[src/rtl/prio_encoder_irq.sv]
// prio_encoder_irq: registered active-low priority encoder with per-line mask and valid/ready grant.
// Define PRIO_ENC_EDGE_DETECT_EN to latch requests on 1->0 transitions instead of low levels.
module prio_encoder_irq #(
  parameter int N = 8,
  localparam int W = $clog2(N)
) (
  input  logic         clk,
  input  logic         rst,
  input  logic         ei,
  input  logic [N-1:0] req_n,
  input  logic [N-1:0] mask,
  output logic         out_valid,
  output logic [W-1:0] out_idx,
  input  logic         out_ready,
  output logic         gs,
  output logic         eo
);
  typedef enum logic {IDLE, PRESENT} state_t;
  state_t r_state;
  logic [N-1:0] r_pend, w_cand, w_set, w_clr;
  logic [W-1:0] w_win;
  logic w_ack;
`ifdef PRIO_ENC_EDGE_DETECT_EN
  logic [N-1:0] r_req_q;
  always_ff @(posedge clk or posedge rst)
    if (rst) r_req_q <= '1;
    else r_req_q <= req_n;
  assign w_set = r_req_q & ~req_n;
`else
  assign w_set = ~req_n;
`endif
  assign w_cand = r_pend & ~mask;
  assign w_ack = out_valid & out_ready;
  assign w_clr = w_ack ? {{(N-1){1'b0}}, 1'b1} << out_idx : '0;
  always_comb begin
    w_win = '0;
    for (int i = 0; i < N; i++) if (w_cand[i]) w_win = W'(i);
  end
  // The ack clear is applied even while disabled so a serviced line is never regranted.
  always_ff @(posedge clk or posedge rst) begin
    if (rst) begin
      r_pend    <= '0;
      r_state   <= IDLE;
      out_valid <= 1'b0;
      out_idx   <= '0;
    end else begin
      r_pend <= (ei ? r_pend : r_pend | w_set) & ~w_clr;
      if (r_state == IDLE) begin
        if (!ei && |w_cand) begin
          r_state   <= PRESENT;
          out_valid <= 1'b1;
          out_idx   <= w_win;
        end
      end else if (out_ready) begin
        r_state   <= IDLE;
        out_valid <= 1'b0;
      end
    end
  end
  assign gs = ~out_valid;
  assign eo = ei | out_valid | (|w_cand);
endmodule

[config.mk]
export PLATFORM = sky130hd
export DESIGN_NAME = prio_encoder_irq
export DESIGN_NICKNAME = d
export VERILOG_FILES = /design/src/rtl/prio_encoder_irq.sv
export SDC_FILE = /design/constraint.sdc
export NUM_CORES = 1
export LEC_CHECK = 0
export CAP_MARGIN = 25
export CORE_MARGIN = 5
export CORE_UTILIZATION = 45
export CTS_CLUSTER_SIZE = 14
export DETAILED_ROUTE_END_ITERATION = 16
export GPL_TIMING_DRIVEN = 1
export PLACE_DENSITY = 0.81
export SKIP_LAST_GASP = 1
export SLEW_MARGIN = 0
export SYNTH_ARGS = -nofsm -noshare
export SYNTH_HDL_FRONTEND = slang
export SYNTH_SLANG_ARGS = --single-unit
[constraint.sdc]
create_clock -name clk -period 3 [get_ports clk]
set_input_delay 0.3 -clock clk [delete_from_list [all_inputs] [get_ports clk]]
set_output_delay 0.3 -clock clk [all_outputs]
set_load 0.01 [all_outputs]
* Word-level counts from Yosys, hierarchy flattened
Cells that the tools add are included.
Word-level totals: bits in registers 13
Operators by class: eq/ne operators 1, shift operators 1, mux-type cells 15, bitwise operators 11, reduce and logical (&&, ||, !) cells 6
Operators by type and width (count):
- $not 8->8 | 3
- $mux 3 | 6
- $and 8x8->8 | 2
- $mux 8 | 2
- $or 8x8->8 | 1
- $reduce_or 8->1 | 1
- $shl 1x3->8 const A | 1
- $mux 1 | 7
- $reduce_and 2->1 | 2
- $ne 2x2->1 const B | 1
- $not 1->1 | 2
- $or 1x1->1 | 2
- $reduce_bool 2->1 | 1
- $and 1x1->1 | 1
- $logic_and 1x1->1 | 1
- $logic_not 1->1 | 1

* Longest topological paths before layout
Gate-level depths: netlist of the first run.
word-level depth 9, gate-level depth with buffers 4, gate-level depth less buffers 4

* Worst setup path after synthesis of the first run
OpenSTA, ideal clock, no wires.
kind register to output, from register r_pend[2], to output eo, arrival time 1358 ps, required time 2700 ps, path slack 1342 ps, cell stages (with the launch flop) 4, path buffers 0, cell sequence dfrtp_1 and2b_1 or3_1 or4_1
On the way: cells in the longest elaborated chain, start to end 3
RTL lines:
- start, declared | RTL line 20 | logic [N-1:0] r_pend, w_cand, w_set, w_clr;
- start signal, assigned | RTL line 47 | r_pend <= (ei ? r_pend : r_pend | w_set) & ~w_clr;
- $and 8x8->8 | RTL line 32 | assign w_cand = r_pend & ~mask;
- $reduce_or 8->1 | RTL line 61 | assign eo = ei | out_valid | (|w_cand);
- $or 1x1->1 | RTL line 61
- end, declared | RTL line 16 | output logic eo
Every way passes these cells.

* Worst setup path in the final report of the first run
from input mask[1], to output eo
On the way: cells in the longest elaborated chain, start to end 4
RTL lines:
- start, declared | RTL line 11 | input logic [N-1:0] mask,
- $not 8->8 | RTL line 32
- $and 8x8->8 | RTL line 32
- $reduce_or 8->1 | RTL line 61
- $or 1x1->1 | RTL line 61
Every way passes these cells.

==> results.yml, run 1 <==
power_and_ir_drop:
  p_per_area_nw_per_um2: 670
  p_leak_nw: 0.415
  ir_drop_v: 0.000372
synthesis:
  yosys_warnings: 0
  postSynthAreaPerCell_sq_um: 10.8
  synth-seq-area-share_pct: 45.5
  synth_cells: 66
  ys_types: 22
  syn_area_sq_um: 716
  ys_seq_elements: 13
  synth.net_count: 86
place:
  io_buffers: 25
  finalWeightedCongestion: 0.775
  hpwl_mm: 1.41
  dp.cells: 107
sta:
  worst_slew_pin_slew_ps: 523
  post-route-period-util_pct: 86.6
  relSlewSlack_pct: 65.1
  setup_tns_ps: 0
  rsz0062_at_grt: "no"
  drv_slew: 0
  fmax_ghz: 0.385
  layout_min_cycle_time_ps: 2600
  finalSetupViolations: 0
  skew_ps: 5.74
  hold_viol: 0
clock_tree:
  clk_latency_ps: 290
  cts_setup_buffers: 0
  clock-sinks: 13
  h-tree-depth: 1
  clockBufferDepth: 2
  cts-root-buf: "clkbuf_4"
  clk_pin_slew_ps: 90
  cts_tree: "built"
  hold_buffers: 0
  postCtsResizedCells: 0
  cts_buffers: 3
worst_setup_path:
  worst-r2r-cell-count: 4
  crit_family: "buffers and inverters"
  start_kind: "input pin"
  cpPeakStageDelay_ps: 490
  crit_path_cell_trace: "clkdlybuf4s50_1, nand2b_1, o21ai_0, or3_1, or4_1, clkdlybuf4s50_1"
  worst-path-stages: 6
  critPathKind: "in2out"
  cpMostUsedCell: "clkdlybuf4s50_1"
  path_buf_inv: 2
  critical_path.slowest_cell: "clkdlybuf4s50_1"
  critPathMaxFanout: 2
  cp-end-kind: "primary output"
  worstPathArrival_ps: 2300
  required_ps: 2700
floorplanning:
  start_util_pct: 47.5
  die-area_sq_um: 2490
  ios: 26
  die_w_microns: 49.9
  core_area_sq_um: 1510
  rows: 14
  die_h_microns: 49.9
flow_run:
  maxCapViolations: 0
routing:
  drtIter0Drc: 9
  drc: 0
  avgRoutedWirePerCell_microns: 16.0
  ant_nets: 0
  drt-total-wl_mm: 1.77
  via_per_inst: 5.44
  dr.pass1.iters: 4
  vias: 604
final_layout:
  final_nets: 116
  drive_above_1_share_pct: 12.6
  layout.cells.non_filler: 111
  diodes: 0
  area_growth_syn_to_layout_pct: 42.1
global_routing:
  antenna_found_initial: 0
  grt_pass1_vias: 602
  grt_start_max_net_pins: 14
  track_usage_pct: 16.1
  grt_remaining_overflow: 0
  grt_pass1_wl_mm: 2.99
worst_hold_path:
  worstHoldPathType: "in2async"
run_status:
  status: "finished, final reports clean"
[cell usage after synthesis, drive strengths merged]
cell	instances	area, sq um
o22a	6	52.6
o32a	2	20.0
nand3	1	5.00
o21bai	1	7.51
dfrtp	13	325
a31o	1	8.76
nor2	10	37.5
or4	1	7.51
and2b	2	15.0
o21ai	3	15.0
nand3b	1	7.51
or3	1	6.26
o41ai	1	27.5
inv	4	15.0
o211ai	1	7.51
clkbuf	1	3.75
nand2	5	18.8
nand2b	7	73.8
nor2b	1	6.26
mux2	3	33.8
nand4	1	21.3
[layer usage]
metal / GRT usage, % / share of wire [%]
met3: 2.41 / 3.0
met4: 11.8 / 3.2
met1: 20.3 / 44
met5: 0 / 0
met2: 24.4 / 49
[layout by cell type (no fill, tap or decap), drive strengths merged]
master         synthesis  routed
o22a                   6       6
nor2                  10      10
and2b                  2       2
nor2b                  1       1
buf                    0       1
nand3b                 1       1
nand2                  5       5
clkbuf                 1       3
o41ai                  1       1
o32a                   2       2
nand3                  1       1
o21bai                 1       1
dfrtp                 13      13
o211ai                 1       1
inv                    4       4
clkinv                 0       1
a31o                   1       1
nand4                  1       1
or4                    1       1
nand2b                 7       7
or3                    1       1
mux2                   3       3
o21ai                  3       3
clkdlybuf4s50          0      25
[state kept, by name, indices dropped and copies added, names as in the netlist]
register / cells
r_pend: 8
out_idx: 3
out_valid: 1
r_state: 1
[worst reg2reg max path: stages, from the launching register on]
cell and delay (ps):
dfrtp_1 420, nand2b_4 110, nand4_4 130, o41ai_4 510
mux2_1 370
[power breakdown]
| part | leakage (nW) | internal, mW | switching [mW] |
|---|---|---|---|
| Combinational | 0.266 | 0.149 | 0.117 |
| Clock | 0.0177 | 0.0497 | 0.0654 |
| Sequential | 0.131 | 0.233 | 0.0691 |
[kinds of logic (layout without fill, tap and decap cells)]
family	Yosys count	count (layout)	share of synthesized area, %
muxes	3	3	4.72
buffers and inverters	5	34	2.62
AOI/OAI and AO/OA	15	15	19.4
DFF	13	13	45.5
and+or+nand+nor	30	30	27.8
[per-stage QoR]
| stage | power, mW | hold WS [ps] | utilization, % | area, sq um | worst slack (ps) |
|---|---|---|---|---|---|
| 6_report | 0.682 | 362 | 67.5 | 1020 | 402 |
| 5_1_grt | 0.728 | 396 | 67.5 | 1020 | 328 |
| 4_1_cts | 0.685 | 371 | 67.5 | 1020 | 406 |
| 3_5_place_dp | 0.571 | 475 | 65.7 | 990 | 409 |
| 3_3_place_gp | 0.560 | 464 | 65.7 | 990 | 454 |
| 2_1_floorplan | 0.449 | 177 | - | 716 | 1340 |
[final timing paths]
check / slack [ps] / to / from
worst max-delay path: 400 / eo / mask[1]
worst min-delay path: 360 / out_idx[1] / rst
worst max register to register: 1350 / out_idx[2] / r_pend[5]
worst min register to register: 490 / r_pend[2] / r_pend[2]
max in group asynchronous: 2290 / out_idx[2] / rst
min in group clk: 490 / r_pend[2] / r_pend[2]
[layout make-up]
cell class                      count  area, sq um
Clock buffer                        3         22.5
Timing Repair Buffer               26          258
Sequential cell                    13          325
Tap cell                           16         20.0
Multi-Input combinational cell     48          372
Fill cell                         117          489
Inverter                            4         15.0
Clock inverter                      1         5.00
(Power assumes the default switching activity.)
==> run 2, diff against run 1 <==
--- a/config.mk
+++ b/config.mk
@@ -11,7 +11,7 @@
 export CTS_CLUSTER_SIZE = 14
 export DETAILED_ROUTE_END_ITERATION = 16
 export GPL_TIMING_DRIVEN = 1
-export PLACE_DENSITY = 0.81
+export PLACE_DENSITY = 0.93
 export SKIP_LAST_GASP = 1
 export SLEW_MARGIN = 0
 export SYNTH_ARGS = -nofsm -noshare
==> results.yml, run 2 (same netlist as run 1, synthesis figures left out) <==
global_routing:
  grt_pass1_wl_mm: 3.04
  grt_pass1_vias: 652
  grt_start_max_net_pins: 14
  track_usage_pct: 15.9
  antenna_found_initial: 0
  grt_remaining_overflow: 0
sta:
  drv_slew: 0
  fmax_ghz: 0.385
  relSlewSlack_pct: 66.6
  setup_tns_ps: 0
  skew_ps: 0.595
  postLayoutSetupSlackWorst_ps: 400
  whs_ps: 335
  post-route-period-util_pct: 86.7
  rsz0062_at_grt: "no"
  finalSetupViolations: 0
  worst_slew_pin_slew_ps: 500
  hold_viol: 0
  layout_min_cycle_time_ps: 2600
final_layout:
  drive_above_1_share_pct: 11.6
  mostFrequentLayoutCells: "clkdlybuf4s50_1, dfrtp_1, nor2_1, o22a_1, nand2_1"
  regMostFlops: "r_pend"
  area_growth_syn_to_layout_pct: 42.0
  largest_register_ffs: 8
  diodes: 0
  largestRegisters: "r_pend: 8 flops, out_idx: 3 flops"
  fill_cells: 118
  final_util_pct: 67.4
  multiInputGateArea_sq_um: 372
  regArea_sq_um: 325
  layout_commonest_cell: "clkdlybuf4s50_1"
  final_nets: 116
floorplanning:
  die-area_sq_um: 2490
  die_h_microns: 49.9
  start_util_pct: 47.5
  die_w_microns: 49.9
  ios: 26
  core_area_sq_um: 1510
  rows: 14
clock_tree:
  clockBufferDepth: 2
  hold_buffers: 0
  clock-sinks: 13
  cts_buffers: 3
  postCtsResizedCells: 0
  clk_pin_slew_ps: 80
  h-tree-depth: 1
  cts-root-buf: "clkbuf_4"
  cts_setup_buffers: 0
  clk_latency_ps: 280
  cts_tree: "built"
run_status:
  status: "finished, final reports clean"
power_and_ir_drop:
  ir_drop_v: 0.000400
  p_leak_nw: 0.412
  p_per_area_nw_per_um2: 664
  power.total_uw: 675
flow_run:
  maxCapViolations: 0
place:
  finalWeightedCongestion: 0.786
  pre_cts_ws_ps: 454
  io_buffers: 25
  hpwl_mm: 1.29
worst_hold_path:
  worstHoldPathType: "in2async"
worst_setup_path:
  critPathMaxFanout: 2
  worstPathArrival_ps: 2300
  critPathKind: "in2out"
  start_kind: "input pin"
  cpMostUsedCell: "clkdlybuf4s50_1"
  cpPeakStageDelay_ps: 500
  cp-end-kind: "primary output"
  critical_path.slowest_cell: "clkdlybuf4s50_1"
  required_ps: 2700
  crit_path_cell_trace: "clkdlybuf4s50_1, nand2b_1, o21ai_0, or3_1, or4_1, clkdlybuf4s50_1"
routing:
  drc: 0
  avgRoutedWirePerCell_microns: 15.9
  drtIter0Drc: 21
  dr.pass1.iters: 4
  vias: 615
  ant_nets: 0
  drt-total-wl_mm: 1.77
  via_per_inst: 5.54
run 2: cell count changes in the layout (fill, tap and decap cells not counted):
cell	change
clkbuf_1	+1
clkinv_2	-1
run 2: path summary, 6_finish.rpt:
check | from | to | slack (ps) | depth (start not counted)
max | mask[1] | eo | 400 | 6
min | rst | r_state | 330 | 2
max reg2reg | r_pend[5] | out_idx[1] | 1360 | 4
min reg2reg | r_pend[2] | r_pend[2] | 490 | 1
max in group asynchronous | rst | r_pend[3] | 2330 | 2
min in group clk | r_pend[2] | r_pend[2] | 490 | 1
run 2: where the power goes:
group          switching, mW  internal (mW)
clock network         0.0604         0.0517
registers             0.0698          0.233
logic                  0.112          0.148
run 2: final cells by class:
type	count	share of cell area, %
Clock buffer	4	2.59
Sequential cell	13	32.0
Tap cell	16	1.97
Inverter	4	1.48
Multi-Input combinational cell	48	36.6
Timing Repair Buffer	26	25.4
run 2: per-layer routing:
metal	share of wire, %	vias up	global-route usage (%)
met4	1.6	0	6.55
li1	-	293	-
met3	5.3	4	3.92
met2	49	22	25.8
met1	44	296	19.7
met5	0	-	0
run 2: critical path: cells and delay by family:
family,cells,cell delay [ps]
AND/OR/NAND/NOR,3,890
AO/OA/AOI/OAI,1,170
buffers and inverters,2,950
run 2: metrics by stage:
| stage | instance area [sq um] | std cells |
|---|---|---|
| 4_1_cts | 1020 | 111 |
| 6_report | 1020 | 111 |
| 3_5_place_dp | 990 | 107 |
| 2_1_floorplan | 716 | 66 |
| 5_1_grt | 1020 | 111 |
| 3_3_place_gp | 990 | 107 |
==> run 3, diff against run 2 <==
--- a/config.mk
+++ b/config.mk
@@ -13,7 +13,6 @@
 export GPL_TIMING_DRIVEN = 1
 export PLACE_DENSITY = 0.93
 export SKIP_LAST_GASP = 1
-export SLEW_MARGIN = 0
 export SYNTH_ARGS = -nofsm -noshare
 export SYNTH_HDL_FRONTEND = slang
 export SYNTH_SLANG_ARGS = --single-unit
==> results of run 3 <==
No change in the layout: final DEF, timing and power equal those of run 2.
